`config.mk`:
```
export PLATFORM = sky130hd
export DESIGN_NAME = rf_writeback_unit_flat
export DESIGN_NICKNAME = d
export VERILOG_FILES = /design/src/rtl/rf_writeback_unit_pkg.sv /design/src/rtl/rf_writeback_unit_if.sv /design/src/rtl/rf_writeback_unit_wb_align.sv /design/src/rtl/rf_writeback_unit.sv /design/src/flat_wrapper.sv
export SDC_FILE = /design/constraint.sdc
export NUM_CORES = 1
export LEC_CHECK = 0
export BUFFER_PORTS_ARGS = -buffer_cell sky130_fd_sc_hd__buf_2
export CAP_MARGIN = 15
export CORE_MARGIN = 2
export CORE_UTILIZATION = 59
export CTS_BUF_LIST = sky130_fd_sc_hd__clkbuf_2 sky130_fd_sc_hd__clkbuf_4 sky130_fd_sc_hd__clkbuf_8
export DETAILED_ROUTE_END_ITERATION = 12
export GPL_ROUTABILITY_DRIVEN = 0
export PLACE_DENSITY = 0.89
export SYNTH_ARGS = -nofsm -noshare
export SYNTH_HDL_FRONTEND = slang
export SYNTH_SLANG_ARGS = --single-unit
```
`constraint.sdc`:
```
create_clock -name clk -period 2.9 [get_ports clk]
set_input_delay 0.29 -clock clk [delete_from_list [all_inputs] [get_ports clk]]
set_output_delay 0.29 -clock clk [all_outputs]
set_load 0.02 [all_outputs]
```
`src/rtl/rf_writeback_unit_pkg.sv`:
```
// ---------------------------------------------------------------------------
// rf_writeback_unit_pkg
// Shared definitions for the register-file writeback unit:
//   - OPW   : width of the writeback op code
//   - NREG  : number of architectural registers
//   - wb_op_e : writeback op encodings (WB_ALU .. WB_LWR)
//   - BE_FULL / BE_NONE : byte-enable constants
//   - be_to_mask() : expands a 4-bit byte enable to a 32-bit bit mask
// ---------------------------------------------------------------------------
package rf_writeback_unit_pkg;

    localparam int OPW  = 3;
    localparam int NREG = 32;

    typedef enum logic [OPW-1:0] {
        WB_ALU = 3'd0,
        WB_LB  = 3'd1,
        WB_LBU = 3'd2,
        WB_LH  = 3'd3,
        WB_LHU = 3'd4,
        WB_LW  = 3'd5,
        WB_LWL = 3'd6,
        WB_LWR = 3'd7
    } wb_op_e;

    localparam logic [3:0] BE_FULL = 4'hF;
    localparam logic [3:0] BE_NONE = 4'h0;

    // Each enable bit covers one byte lane of the write data.
    function automatic logic [31:0] be_to_mask(input logic [3:0] be);
        be_to_mask = {{8{be[3]}}, {8{be[2]}}, {8{be[1]}}, {8{be[0]}}};
    endfunction

endpackage

```
`src/rtl/rf_writeback_unit_if.sv`:
```
// ---------------------------------------------------------------------------
// rf_writeback_unit_if
// Writeback request handshake from the MEM stage into the writeback unit.
//   in_valid : request valid                 (master -> slave)
//   in_ready : unit can accept this cycle    (slave  -> master)
//   in_op    : writeback op code (wb_op_e)   (master -> slave)
//   in_off   : byte offset, addr[1:0]        (master -> slave)
//   in_data  : ALU result or raw memory word (master -> slave)
//   in_rd    : destination register          (master -> slave)
// ---------------------------------------------------------------------------
interface rf_writeback_unit_if
    import rf_writeback_unit_pkg::*;
();

    logic           in_valid;
    logic           in_ready;
    logic [OPW-1:0] in_op;
    logic [1:0]     in_off;
    logic [31:0]    in_data;
    logic [4:0]     in_rd;

    modport master (
        output in_valid,
        output in_op,
        output in_off,
        output in_data,
        output in_rd,
        input  in_ready
    );

    modport slave (
        input  in_valid,
        input  in_op,
        input  in_off,
        input  in_data,
        input  in_rd,
        output in_ready
    );

endinterface

```
`src/rtl/rf_writeback_unit_wb_align.sv`:
```
// ---------------------------------------------------------------------------
// wb_align
// Purely combinational load alignment / extension and LWL/LWR partial-word
// merge. Produces the byte write enables and the lane-aligned write data.
// Bytes whose enable is clear are driven to zero.
//   op_i    : writeback op code (wb_op_e encoding)
//   off_i   : byte offset of the access
//   data_i  : ALU result or raw memory word
//   wen_o   : byte write enables
//   wdata_o : aligned write data
// ---------------------------------------------------------------------------
module wb_align
    import rf_writeback_unit_pkg::*;
(
    input  logic [OPW-1:0] op_i,
    input  logic [1:0]     off_i,
    input  logic [31:0]    data_i,
    output logic [3:0]     wen_o,
    output logic [31:0]    wdata_o
);

    logic [7:0]  byte_s;
    logic [15:0] half_s;
    logic [3:0]  wen_s;
    logic [31:0] raw_s;

    // Select the addressed byte and halfword; halfword ignores off[0].
    always_comb begin
        byte_s = 8'h00;
        case (off_i)
            2'd0:    byte_s = data_i[7:0];
            2'd1:    byte_s = data_i[15:8];
            2'd2:    byte_s = data_i[23:16];
            2'd3:    byte_s = data_i[31:24];
            default: byte_s = 8'h00;
        endcase
        half_s = off_i[1] ? data_i[31:16] : data_i[15:0];
    end

    // Per-op enables and lane placement.
    always_comb begin
        wen_s = BE_NONE;
        raw_s = 32'h0000_0000;
        case (op_i)
            WB_ALU, WB_LW: begin
                wen_s = BE_FULL;
                raw_s = data_i;
            end
            WB_LB: begin
                wen_s = BE_FULL;
                raw_s = {{24{byte_s[7]}}, byte_s};
            end
            WB_LBU: begin
                wen_s = BE_FULL;
                raw_s = {24'h00_0000, byte_s};
            end
            WB_LH: begin
                wen_s = BE_FULL;
                raw_s = {{16{half_s[15]}}, half_s};
            end
            WB_LHU: begin
                wen_s = BE_FULL;
                raw_s = {16'h0000, half_s};
            end
            // LWL fills the register from the top byte downwards.
            WB_LWL: begin
                case (off_i)
                    2'd0: begin
                        wen_s = 4'h8;
                        raw_s = {data_i[7:0], 24'h00_0000};
                    end
                    2'd1: begin
                        wen_s = 4'hC;
                        raw_s = {data_i[15:0], 16'h0000};
                    end
                    2'd2: begin
                        wen_s = 4'hE;
                        raw_s = {data_i[23:0], 8'h00};
                    end
                    2'd3: begin
                        wen_s = 4'hF;
                        raw_s = data_i;
                    end
                    default: begin
                        wen_s = BE_NONE;
                        raw_s = 32'h0000_0000;
                    end
                endcase
            end
            // LWR fills the register from the bottom byte upwards.
            WB_LWR: begin
                case (off_i)
                    2'd0: begin
                        wen_s = 4'hF;
                        raw_s = data_i;
                    end
                    2'd1: begin
                        wen_s = 4'h7;
                        raw_s = {8'h00, data_i[31:8]};
                    end
                    2'd2: begin
                        wen_s = 4'h3;
                        raw_s = {16'h0000, data_i[31:16]};
                    end
                    2'd3: begin
                        wen_s = 4'h1;
                        raw_s = {24'h00_0000, data_i[31:24]};
                    end
                    default: begin
                        wen_s = BE_NONE;
                        raw_s = 32'h0000_0000;
                    end
                endcase
            end
            default: begin
                wen_s = BE_NONE;
                raw_s = 32'h0000_0000;
            end
        endcase
    end

    assign wen_o   = wen_s;
    assign wdata_o = raw_s & be_to_mask(wen_s);

endmodule

```
`src/rtl/rf_writeback_unit.sv`:
```
// ---------------------------------------------------------------------------
// rf_writeback_unit
// Write-side driver for the 32x32 register file. One registered stage turns
// completed load/ALU results into the byte-enabled write port and keeps a
// per-register pending-write scoreboard for decode hazard detection.
//
// Ports:
//   clk, reset        : clock, synchronous active-high reset
//   req (slave)       : writeback request handshake (rf_writeback_unit_if)
//   stall             : hold the write stage
//   wen/waddr/wdata   : register file write port (wen gated by retirement)
//   issue_valid/rd    : decode issued an instruction writing issue_rd
//   raddr1/raddr2     : decode read addresses
//   hazard1/hazard2   : read address has a pending write
//   fwd1_hit/fwd2_hit : forward hit on raddr1/raddr2
//   fwd_data          : forwarded value
//
// Optional feature macro WB_FORWARD_EN: when defined, a full-word write
// sitting in the output register is forwarded to decode and suppresses the
// matching hazard. When undefined, forward outputs are tied to zero.
// ---------------------------------------------------------------------------
module rf_writeback_unit
    import rf_writeback_unit_pkg::*;
#(
    parameter int NREG = 32,
    parameter int OPW  = 3
) (
    input  logic                      clk,
    input  logic                      reset,
    rf_writeback_unit_if.slave        req,
    input  logic                      stall,
    output logic [3:0]                wen,
    output logic [4:0]                waddr,
    output logic [31:0]               wdata,
    input  logic                      issue_valid,
    input  logic [4:0]                issue_rd,
    input  logic [4:0]                raddr1,
    input  logic [4:0]                raddr2,
    output logic                      hazard1,
    output logic                      hazard2,
    output logic                      fwd1_hit,
    output logic                      fwd2_hit,
    output logic [31:0]               fwd_data
);

    logic [OPW-1:0]  op_s;
    logic [3:0]      al_wen_s;
    logic [31:0]     al_wdata_s;
    logic            in_ready_s;
    logic            accept_s;
    logic            retire_s;
    logic            fwd1_s;
    logic            fwd2_s;

    logic            out_valid_q, out_valid_d;
    logic [3:0]      wen_q,       wen_d;
    logic [4:0]      waddr_q,     waddr_d;
    logic [31:0]     wdata_q,     wdata_d;
    logic [NREG-1:0] busy_q,      busy_d;

    assign op_s = req.in_op;

    wb_align u_wb_align (
        .op_i    (op_s),
        .off_i   (req.in_off),
        .data_i  (req.in_data),
        .wen_o   (al_wen_s),
        .wdata_o (al_wdata_s)
    );

    // The stage can take a new request whenever its content leaves this cycle.
    assign in_ready_s   = ~out_valid_q | ~stall;
    assign req.in_ready = in_ready_s;
    assign accept_s     = req.in_valid & in_ready_s;
    assign retire_s     = out_valid_q & ~stall;

    // Output stage next state: load on accept, drain on retire, else hold.
    always_comb begin
        out_valid_d = out_valid_q;
        wen_d       = wen_q;
        waddr_d     = waddr_q;
        wdata_d     = wdata_q;
        if (accept_s) begin
            out_valid_d = 1'b1;
            // r0 is hard-wired: the request flows through but never writes.
            wen_d       = (req.in_rd == 5'd0) ? BE_NONE : al_wen_s;
            waddr_d     = req.in_rd;
            wdata_d     = al_wdata_s;
        end else if (retire_s) begin
            out_valid_d = 1'b0;
        end else begin
            out_valid_d = out_valid_q;
        end
    end

    // Scoreboard next state: clear on retire, then set on issue so set wins.
    always_comb begin
        busy_d = busy_q;
        if (retire_s) begin
            busy_d[waddr_q] = 1'b0;
        end else begin
            busy_d = busy_q;
        end
        if (issue_valid && (issue_rd != 5'd0)) begin
            busy_d[issue_rd] = 1'b1;
        end else begin
            busy_d[0] = 1'b0;
        end
        busy_d[0] = 1'b0;
    end

    // Output stage and scoreboard registers.
    always_ff @(posedge clk) begin
        if (reset) begin
            out_valid_q <= 1'b0;
            wen_q       <= 4'h0;
            waddr_q     <= 5'd0;
            wdata_q     <= 32'h0000_0000;
            busy_q      <= '0;
        end else begin
            out_valid_q <= out_valid_d;
            wen_q       <= wen_d;
            waddr_q     <= waddr_d;
            wdata_q     <= wdata_d;
            busy_q      <= busy_d;
        end
    end

`ifdef WB_FORWARD_EN
    // Only full-word writes forward; partial merges need the old value.
    assign fwd1_s   = out_valid_q & (waddr_q == raddr1) & (waddr_q != 5'd0) & (wen_q == BE_FULL);
    assign fwd2_s   = out_valid_q & (waddr_q == raddr2) & (waddr_q != 5'd0) & (wen_q == BE_FULL);
    assign fwd_data = wdata_q;
`else
    assign fwd1_s   = 1'b0;
    assign fwd2_s   = 1'b0;
    assign fwd_data = 32'h0000_0000;
`endif

    assign fwd1_hit = fwd1_s;
    assign fwd2_hit = fwd2_s;
    assign hazard1  = busy_q[raddr1] & ~fwd1_s;
    assign hazard2  = busy_q[raddr2] & ~fwd2_s;

    // The write only reaches the register file in the cycle it retires.
    assign wen   = wen_q & {4{retire_s}};
    assign waddr = waddr_q;
    assign wdata = wdata_q;

endmodule

```
`src/flat_wrapper.sv`:
```
// flat-port wrapper written by rule: the top's interface ports become plain ports
module rf_writeback_unit_flat import rf_writeback_unit_pkg::*;
#(
    parameter int NREG = 32,
    parameter int OPW  = 3
)
  (clk, reset, stall, wen, waddr, wdata, issue_valid, issue_rd, raddr1, raddr2, hazard1, hazard2, fwd1_hit, fwd2_hit, fwd_data, req_in_valid, req_in_op, req_in_off, req_in_data, req_in_rd, req_in_ready);
  rf_writeback_unit_if req_i ();
  input  logic clk;
  input  logic reset;
  input  logic stall;
  output logic [3:0] wen;
  output logic [4:0] waddr;
  output logic [31:0] wdata;
  input  logic issue_valid;
  input  logic [4:0] issue_rd;
  input  logic [4:0] raddr1;
  input  logic [4:0] raddr2;
  output logic hazard1;
  output logic hazard2;
  output logic fwd1_hit;
  output logic fwd2_hit;
  output logic [31:0] fwd_data;
  input wire logic [$bits(req_i.in_valid)-1:0] req_in_valid;
  input wire logic [$bits(req_i.in_op)-1:0] req_in_op;
  input wire logic [$bits(req_i.in_off)-1:0] req_in_off;
  input wire logic [$bits(req_i.in_data)-1:0] req_in_data;
  input wire logic [$bits(req_i.in_rd)-1:0] req_in_rd;
  output wire logic [$bits(req_i.in_ready)-1:0] req_in_ready;
  assign req_i.in_valid = req_in_valid;
  assign req_i.in_op = req_in_op;
  assign req_i.in_off = req_in_off;
  assign req_i.in_data = req_in_data;
  assign req_i.in_rd = req_in_rd;
  assign req_in_ready = req_i.in_ready;
  rf_writeback_unit #(.NREG(NREG), .OPW(OPW)) u_core (.clk(clk), .reset(reset), .req(req_i), .stall(stall), .wen(wen), .waddr(waddr), .wdata(wdata), .issue_valid(issue_valid), .issue_rd(issue_rd), .raddr1(raddr1), .raddr2(raddr2), .hazard1(hazard1), .hazard2(hazard2), .fwd1_hit(fwd1_hit), .fwd2_hit(fwd2_hit), .fwd_data(fwd_data));
endmodule
```
==> impl_metrics.csv, run 1 <==
group,metric,value,unit
outcome,status,"complete, no violations",
critical_path,cp-end-kind,"flop",
clocking,htree_levels,3,
timing,max_slew_margin,45.2,%
placement,dpl.cell_count,790,
pwr,clock_power_share,29.8,%
pwr,max-vdd-ir-drop,0.209,mV
finish,layout.cells.non_filler,806,
yosys,syn_area,4910,um^2
critical_path,critPathKind,"in2reg",
routing,firstDrtPassIters,7,
yosys,syn_inst,616,
critical_path,crit_fanout,29,
floorplan,fp.dieH,95.3,um
yosys,yosys_warnings,0,
grt,grt_first_pass_wirelength,23300,um
grt,use_met3,7.35,%
clocking,cts.sinks,73,
timing,clock_skew,0.0173,ns
clocking,clkLatencyLatePin,0.35,ns
placement,hpwl,10900,um
placement,io_buffers,105,
floorplan,die_area,9070,um^2
timing,rsz0062_at_grt,"no",
pwr,power_switching,0.000841,W
pwr,swShare,34.8,%
pwr,p_leak,2.25,nW
timing,tightest_slew,0.819,ns
routing,post_drt_wl_per_cell,18.8,um
clocking,postCtsSetupBuffers,0,
run,drv_cap,0,
placement,place_ws,0.534,ns
routing,drt_iter0_drc,466,
routing,wl,15200,um
timing,final.period_utilization,73.8,%
clocking,cts_tree,"yes",
yosys,seq_area_frac_synth,29.7,%
routing,dr_total_vias,5406,
grt,grt.total_usage,32.7,%
routing,antenna_left,0,
yosys,synth_edf_count,0,
min_path,hold_path_class,"in2reg",
grt,grt_use_met2,51.9,%
finish,drive_above_1_share,22.7,%
yosys,ys_seq_elements,73,
pwr,intPower,0.00158,W
timing,fmax,0.468,GHz
finish,multi_input_area,3120,um^2
timing,holdWs,0.180,ns
finish,n_antenna_cell,0,
critical_path,arrival,2.38,ns
timing,min_period,2.14,ns
pwr,pwr-share-seq,45.0,%
floorplan,core,8130,um^2
grt,first_global_vias,4881,
timing,final-hold-violation-count,0,
grt,antenna_found_initial,0,
yosys,ys.flop_type,"dfxtp_1",
pwr,power_frac_comb,25.1,%
finish,register_area,1460,um^2
floorplan,start_util,60.4,%
finish,finish.utilization,67.4,%
clocking,cts.clk_slew.worst_paths,0.08,ns
grt,grt_max_degree,38,
clocking,clockRootBuffer,"clkbuf_8",
timing,setup_viol,0,
floorplan,die_width,95.3,um
timing,tns,0,ns
timing,worst_slack,0.761,ns
grt,grt-busiest-layer,"met2",
finish,final_nets,758,
floorplan,rows,33,
yosys,synth.avg_cell_area,7.98,um^2
critical_path,worstPathRequired,3.14,ns
clocking,cts_hold_buf,0,
routing,drc,0,
pwr,pwr_density_cell,442,nW/um^2
timing,slew_viol_final,0,
finish,syn2layout_area_growth,11.6,%
clocking,clk_path_buf_depth,2,
yosys,ys_types,53,
routing,via_per_inst,6.71,
grt,grtUsageMet1,39.8,%
floorplan,io_pins,140,
grt,grt-ovfl-total,0,
yosys,async_flop_share,0,%
finish,fillers,665,
clocking,cts_buffers,9,
critical_path,cp-start-kind,"input pin",
clocking,post_cts_resized,0,
[area by class of cell]
| cell class | count | share of cell area [%] |
|---|---|---|
| repair buffers | 111 | 10.4 |
| well taps | 105 | 2.40 |
| inverters | 6 | 0.411 |
| flip-flops and latches | 73 | 26.7 |
| clock inverters | 6 | 0.776 |
| multi-input cells | 495 | 57.0 |
| clock buffers | 10 | 2.40 |
[worst max-delay path: stages]
cell	delay (ns)
buf_2	0.29
buf_4	0.39
nor2b_1	0.59
a21oi_1	0.16
o21ai_0	0.19
a221oi_1	0.09
a221oi_1	0.36
[metrics by stage]
| stage | total power (W) | cell area (um^2) |
|---|---|---|
| final | 0.00242 | 5480 |
| after global routing | 0.00251 | 5480 |
| after CTS | 0.00240 | 5480 |
| after detailed placement | 0.00170 | 5310 |
| after global placement | 0.00168 | 5310 |
| after floorplan | 0.00154 | 5040 |
[power by group through the flow]
stage	Sequential, W	Combinational (W)	Clock [W]
floorplan	0.00115	0.000390	0
global placement	0.00111	0.000568	0
detailed placement	0.00111	0.000587	0
CTS	0.00109	0.000589	0.000725
global route	0.00110	0.000649	0.000767
finish	0.00109	0.000608	0.000722
[registers in the layout, indices dropped and copies added (netlist names)]
register            flops
u_core.wen_q            4
u_core.out_valid_q      1
u_core.wdata           32
u_core.busy_q          31
u_core.waddr            5
[worst paths after layout]
path	endpoint	start	cells past startpoint	slack [ns]
min	u_core.out_valid_q	req_in_valid	3	0.18
max	u_core.wdata[16]	req_in_off[1]	7	0.76
max reg2reg	u_core.busy_q[12]	u_core.out_valid_q	4	1.04
min reg2reg	u_core.wdata[11]	u_core.wdata[11]	2	0.45
[cells in the mapped netlist, types with 5 or more instances]
master / instances / area share, %
dfxtp_1: 73 / 30
and2_1: 8 / 1.0
nand3b_1: 5 / 0.76
nor3b_1: 5 / 0.76
nand2b_1: 5 / 0.64
a221oi_1: 25 / 4.5
a2111oi_2: 6 / 1.8
clkbuf_1: 26 / 2.0
o21ai_1: 14 / 1.4
and3b_1: 12 / 2.1
a31oi_1: 7 / 0.89
a22oi_1: 8 / 1.2
o21ai_0: 68 / 6.9
nand2_1: 94 / 7.2
mux4_2: 14 / 6.4
mux2i_1: 28 / 5.7
inv_1: 6 / 0.46
a221o_1: 9 / 1.8
nand3_1: 10 / 1.0
a21oi_1: 54 / 5.5
nor2_1: 38 / 2.9
buf_4: 34 / 5.2
buf_2: 11 / 1.1
[cells in the final DEF, fill, tap and decap left out, types with 4 or more instances in the layout]
| cell | Yosys | routed |
|---|---|---|
| a221oi_1 | 25 | 25 |
| and3b_1 | 12 | 12 |
| a21oi_1 | 54 | 54 |
| mux4_2 | 14 | 14 |
| a221o_1 | 9 | 9 |
| a22oi_1 | 8 | 8 |
| a2111oi_2 | 6 | 6 |
| nand3b_1 | 5 | 5 |
| clkbuf_8 | 0 | 9 |
| buf_2 | 11 | 105 |
| dfxtp_1 | 73 | 73 |
| and2_1 | 8 | 8 |
| nand2_1 | 94 | 94 |
| a31oi_1 | 7 | 7 |
| a211oi_1 | 4 | 4 |
| o21ai_1 | 14 | 14 |
| inv_1 | 6 | 6 |
| and3_1 | 4 | 4 |
| nor2_1 | 38 | 38 |
| mux2i_1 | 28 | 28 |
| nand3_1 | 10 | 10 |
| conb_1 | 1 | 34 |
| buf_4 | 34 | 6 |
| nor3b_1 | 5 | 5 |
| nand2b_1 | 5 | 5 |
| o21ai_0 | 68 | 68 |
| o221ai_1 | 4 | 4 |
[kinds of logic (layout without fill, tap and decap cells)]
kind of cell / count (synthesis) / in the layout / synth area share (%)
other cells: 1 / 34 / 0.0763
xor+xnor: 2 / 2 / 0.357
mux: 44 / 44 / 12.6
simple gates: 201 / 201 / 19.8
buf+inv: 81 / 133 / 9.22
flops: 73 / 73 / 29.7
compound gates: 214 / 214 / 28.2
[routing by layer]
metal / share of wire, % / wire length [um]
met2: 47 / 7110
met3: 12 / 1850
met5: 0 / 0
met4: 4.9 / 746
met1: 36 / 5470
Note: power is estimated with default switching activity, not from simulation.
==> run 2, diff against run 1 <==
CORE_UTILIZATION = 49   (was 59)
PLACE_DENSITY = 0.79   (was 0.89)
clock period = 1.96 ns   (was 2.9 ns; I/O delays follow)
==> run 2 against run 1 <==
Net effect:
- hold slack worse by 0.11 ns
- clock skew is 0.0081 ns lower
- clock power increased by 69%
- cell count rose by 5.2%
- via count fell by 3.0%
- routed wire length decreased by 1.3%
- sequential power is 48% higher
- count of clock-buffer cells in the layout did not move
- combinational power is 52% higher
- first-iteration DRC count is 16% lower
- cell area increased by 3.4%
==> impl_metrics.csv, run 2 (synthesized netlist as in run 1, its figures left out) <==
group,metric,value,unit
critical_path,critPathKind,"reg2out",
finish,largest_register_ffs,32,
critical_path,cp-end-kind,"output port",
routing,wl,15000,um
critical_path,cp_slowest_cell,"mux4_2",
placement,place_ws,0.0505,ns
clocking,cts_buffers,9,
floorplan,fp.dieH,104,um
finish,syn2layout_area_growth,15.4,%
pwr,swShare,33.5,%
finish,n_antenna_cell,0,
pwr,finalPower,0.00375,W
finish,finalInstanceArea,5670,um^2
finish,drive_above_1_share,25.2,%
clocking,postCtsSetupBuffers,0,
placement,io_buffers,105,
clocking,cts.clk_slew.worst_paths,0.08,ns
routing,drc,0,
critical_path,path_cells,"mux4_2 -> nor2_2 -> nor4b_1 -> a31oi_1 -> nand3_1 -> buf_6",
finish,register_area,1470,um^2
timing,setup_viol,0,
finish,layout_commonest_cell,"buf_2",
critical_path,cp-start-kind,"flop",
clocking,clockRootBuffer,"clkbuf_8",
pwr,power_frac_comb,24.6,%
grt,grt_max_degree,52,
routing,via_per_inst,6.18,
clocking,cts_tree,"yes",
floorplan,rows,36,
pwr,clock_power_share,32.5,%
finish,most-common-layout-cells,"buf_2, nand2_1, dfxtp_1",
grt,grt_first_pass_wirelength,23900,um
pwr,intPower,0.00249,W
floorplan,die_width,104,um
clocking,clkLatencyLatePin,0.36,ns
finish,fillers,899,
timing,clock_skew,0.00919,ns
outcome,status,"complete, no violations",
floorplan,core,9770,um^2
timing,final.period_utilization,97.7,%
critical_path,crit_fanout,3,
placement,hpwl,11000,um
clocking,cts.sinks,73,
critical_path,critical-path-max-stage-delay,0.49,ns
routing,antenna_left,0,
timing,max_slew_margin,52.0,%
grt,grt-ovfl-total,0,
clocking,htree_levels,3,
critical_path,worstPathRequired,1.76,ns
floorplan,start_util,50.3,%
min_path,holdCritStartpoint,"req_in_valid",
timing,min_period,1.91,ns
timing,slew_viol_final,0,
pwr,power_switching,0.00126,W
placement,dpl-instance-area,5440,um^2
timing,worst_slack,0.0450,ns
timing,rsz0062_at_grt,"yes",
timing,final-hold-violation-count,0,
pwr,pwr-share-seq,42.9,%
pwr,max-vdd-ir-drop,0.336,mV
min_path,hold_path_class,"in2reg",
timing,tightest_slew,0.718,ns
routing,post_drt_wl_per_cell,17.7,um
floorplan,io_pins,140,
pwr,pwr_density_cell,662,nW/um^2
grt,first_global_vias,5022,
floorplan,die_area,10800,um^2
routing,firstDrtPassIters,6,
finish,final_nets,772,
critical_path,crit_start,"u_core.busy_q[7]",
grt,antenna_found_initial,0,
timing,fmax,0.522,GHz
critical_path,arrival,1.72,ns
run,drv_cap,0,
routing,dr_total_vias,5243,
critical_path,reg2reg_from,"u_core.out_valid_q",
pwr,p_leak,2.34,nW
grt,grt.total_usage,26.8,%
routing,drt_iter0_drc,391,
clocking,clk_path_buf_depth,2,
finish,multi_input_area,3130,um^2
-- run 2: path summary, 6_finish.rpt --
path	endpoint	slack [ns]	cells past startpoint
worst max register to register	u_core.wdata[16]	0.27	5
worst min-delay path	u_core.out_valid_q	0.07	3
worst max-delay path	hazard1	0.05	6
worst min register to register	u_core.wdata[11]	0.46	2
-- run 2: area by class of cell --
| cell class | instances | area share [%] |
|---|---|---|
| tap | 133 | 2.94 |
| inverter | 6 | 0.397 |
| clock inverter | 6 | 1.19 |
| sequential | 73 | 25.8 |
| clock buffer | 10 | 2.32 |
| timing repair buffer | 125 | 12.0 |
| multi-input combinational | 495 | 55.3 |
-- run 2: what timing repair did --
item                       CTS  global route
hold buffers                 0             0
gates resized for setup      0             9
setup endpoints to repair    0             2
-- run 2: power by group through the flow --
stage	sequential, W	combinational (W)	clock (W)
floorplan	0.00169	0.000577	0
global placement	0.00164	0.000870	0
detailed placement	0.00164	0.000895	0
CTS	0.00161	0.000896	0.00123
global route	0.00162	0.000988	0.00129
finish	0.00161	0.000922	0.00122
-- run 2: per-stage QoR --
stage | cells | utilization [%] | hold slack (ns) | setup TNS, ns
floorplan | 649 | - | 0.313 | 0
global placement | 831 | 55.7 | 0.437 | 0
detailed placement | 831 | 55.7 | 0.440 | 0
CTS | 847 | 57.7 | 0.0724 | 0
global route | 848 | 58.0 | 0.101 | -0.110
finish | 848 | 58.0 | 0.0688 | 0
-- run 2: worst max-delay path: cells and delay by family, from the launching register on --
| family | cells | cell delay [ns] |
|---|---|---|
| and+or+nand+nor | 3 | 0.26 |
| AOI/OAI and AO/OA | 1 | 0.14 |
| DFF | 1 | 0.33 |
| buffers and inverters | 1 | 0.14 |
| muxes | 1 | 0.49 |
-- run 2: layer usage --
layer  global-route usage, %  vias to the layer above  wire (um)
met2                    47.2                      336       7480
met4                    12.3                        0        488
met1                    32.2                     2442       5520
li1                        -                     2414          -
met3                    3.95                       51       1500
met5                       0                        -          0
==> run 3, diff against run 2 <==
GPL_TIMING_DRIVEN = 0   (was unset)
==> run 3 against run 2 <==
Net effect:
- die area is the same
- routed wire length up 6.1%
- critical endpoint unchanged
- hold slack better by 0.018 ns
- count of clock-buffer cells in the layout unchanged
- first-iteration DRC count fell by 12%
- critical path type unchanged
- cell area rose by 5.5%
- largest power group unchanged
==> impl_metrics.csv, run 3 (synthesized netlist as in run 1, its figures left out) <==
group,metric,value,unit
floorplan,die_width,104,um
floorplan,start_util,50.3,%
clocking,cts_buffers,9,
placement,dpl.cell_count,880,
routing,antenna_left,0,
routing,drc,0,
timing,tightest_slew,1.06,ns
timing,final-hold-violation-count,0,
finish,syn2layout_area_growth,21.7,%
timing,fmax,0.517,GHz
clocking,cts.clk_slew.worst_paths,0.08,ns
placement,place_ws,-0.175,ns
timing,max_slew_margin,28.9,%
routing,firstDrtPassIters,5,
clocking,clkLatencyLatePin,0.35,ns
critical_path,cp_num_buf_inv,1,
placement,dpl-instance-area,5690,um^2
critical_path,crit_fanout,3,
placement,hpwl,11800,um
clocking,htree_levels,3,
pwr,finalPower,0.00410,W
critical_path,worstPathRequired,1.76,ns
floorplan,die_area,10800,um^2
pwr,p_leak,2.51,nW
finish,multi_input_area,3150,um^2
timing,rsz0062_at_grt,"yes",
routing,via_per_inst,6.03,
grt,grt-ovfl-total,0,
floorplan,rows,36,
pwr,max-vdd-ir-drop,0.309,mV
critical_path,critPathKind,"reg2out",
clocking,clk_path_buf_depth,2,
floorplan,core,9770,um^2
routing,post_drt_wl_per_cell,17.7,um
min_path,hold_path_class,"in2reg",
timing,slew_viol_final,0,
critical_path,cp-end-kind,"output port",
finish,finalInstanceArea,5980,um^2
timing,clock_skew,0.00875,ns
floorplan,fp.dieH,104,um
grt,antenna_found_initial,0,
routing,drt_iter0_drc,346,
pwr,pwr_density_cell,686,nW/um^2
finish,drive_above_1_share,26.5,%
critical_path,arrival,1.74,ns
outcome,status,"complete, no violations",
clocking,cts.sinks,73,
finish,largest_register_ffs,32,
critical_path,cp_top_family,"multiplexers",
routing,dr_total_vias,5402,
floorplan,io_pins,140,
clocking,clockRootBuffer,"clkbuf_8",
finish,register_area,1460,um^2
timing,holdWs,0.0870,ns
grt,first_global_vias,5315,
critical_path,cpMostUsedCell,"nand2_1",
run,drv_cap,0,
timing,final.period_utilization,98.7,%
timing,setup_viol,0,
clocking,cts_tree,"yes",
finish,n_antenna_cell,0,
finish,most-common-layout-cells,"buf_2, nand2_1, dfxtp_1",
critical_path,cp_slowest_cell,"mux4_2",
grt,grt_max_degree,14,
grt,grt_first_pass_wirelength,25500,um
routing,wl,15900,um
critical_path,critical-path-max-stage-delay,0.49,ns
clocking,postCtsSetupBuffers,0,
finish,layout_commonest_cell,"buf_2",
critical_path,cp-start-kind,"flop",
grt,grt.total_usage,28.4,%
critical_path,path_cells,"mux4_2 -> nand2_1 -> nand2_1 -> a31oi_1 -> nand3_1 -> buf_2",
timing,min_period,1.93,ns
finish,fillers,897,
timing,worst_slack,0.0263,ns
placement,io_buffers,98,
finish,layout.cells.non_filler,896,
finish,final_nets,820,
[run 3: changes by cell type in the layout (fill, tap and decap cells not counted), sizes merged]
cell,delta
bufinv,+2
inv,-1
buf,+22
clkinvlp,-1
clkbuf,+26
[run 3: what timing repair did]
| action | 4_1_cts | 5_1_grt |
|---|---|---|
| hold buffers | 0 | 0 |
| setup endpoints to repair | 0 | 14 |
| gates resized for setup | 0 | 14 |
[run 3: routing by layer]
layer  global-route usage, %  wire length, um
met1                    33.2             5910
met2                    49.5             7900
met3                    5.14             1530
met4                    15.0              562
met5                       0                0
[run 3: power by group]
| part | switching (W) | internal, W | total [W] |
|---|---|---|---|
| Sequential | 0.0000461 | 0.00156 | 0.00160 |
| Combinational | 0.000624 | 0.000364 | 0.000989 |
| Clock | 0.000625 | 0.000885 | 0.00151 |
| Total | 0.00130 | 0.00281 | 0.00410 |
[run 3: worst paths after layout]
check                                   startpoint  slack (ns)                to  cells past startpoint
worst max-delay path             u_core.busy_q[31]        0.03           hazard1                      6
worst min-delay path                  req_in_rd[4]        0.09   u_core.waddr[4]                      3
worst max register to register  u_core.out_valid_q        0.13  u_core.wdata[15]                      5
worst min register to register     u_core.wen_q[0]        0.45   u_core.wen_q[0]                      2
[run 3: per-stage QoR]
step	util [%]	setup TNS (ns)
6_report	61.2	0
3_5_place_dp	58.3	-0.962
2_1_floorplan	-	0
3_3_place_gp	58.3	-0.432
5_1_grt	61.2	-0.0835
4_1_cts	60.8	0
[run 3: tightest hold or removal path, cell delays in order]
cell	delay [ns]
buf_2	0.10
nand2_1	0.05
a21oi_1	0.05
[run 3: layout make-up]
cell class                      instances  area share, %
Buffer                                 75           7.22
Clock buffer                           10           2.30
Clock inverter                          6           1.93
Inverter                                6          0.377
Multi-Input combinational cell        495           52.6
Sequential cell                        73           24.5
Tap cell                              133           2.78
Timing Repair Buffer                   98           8.31
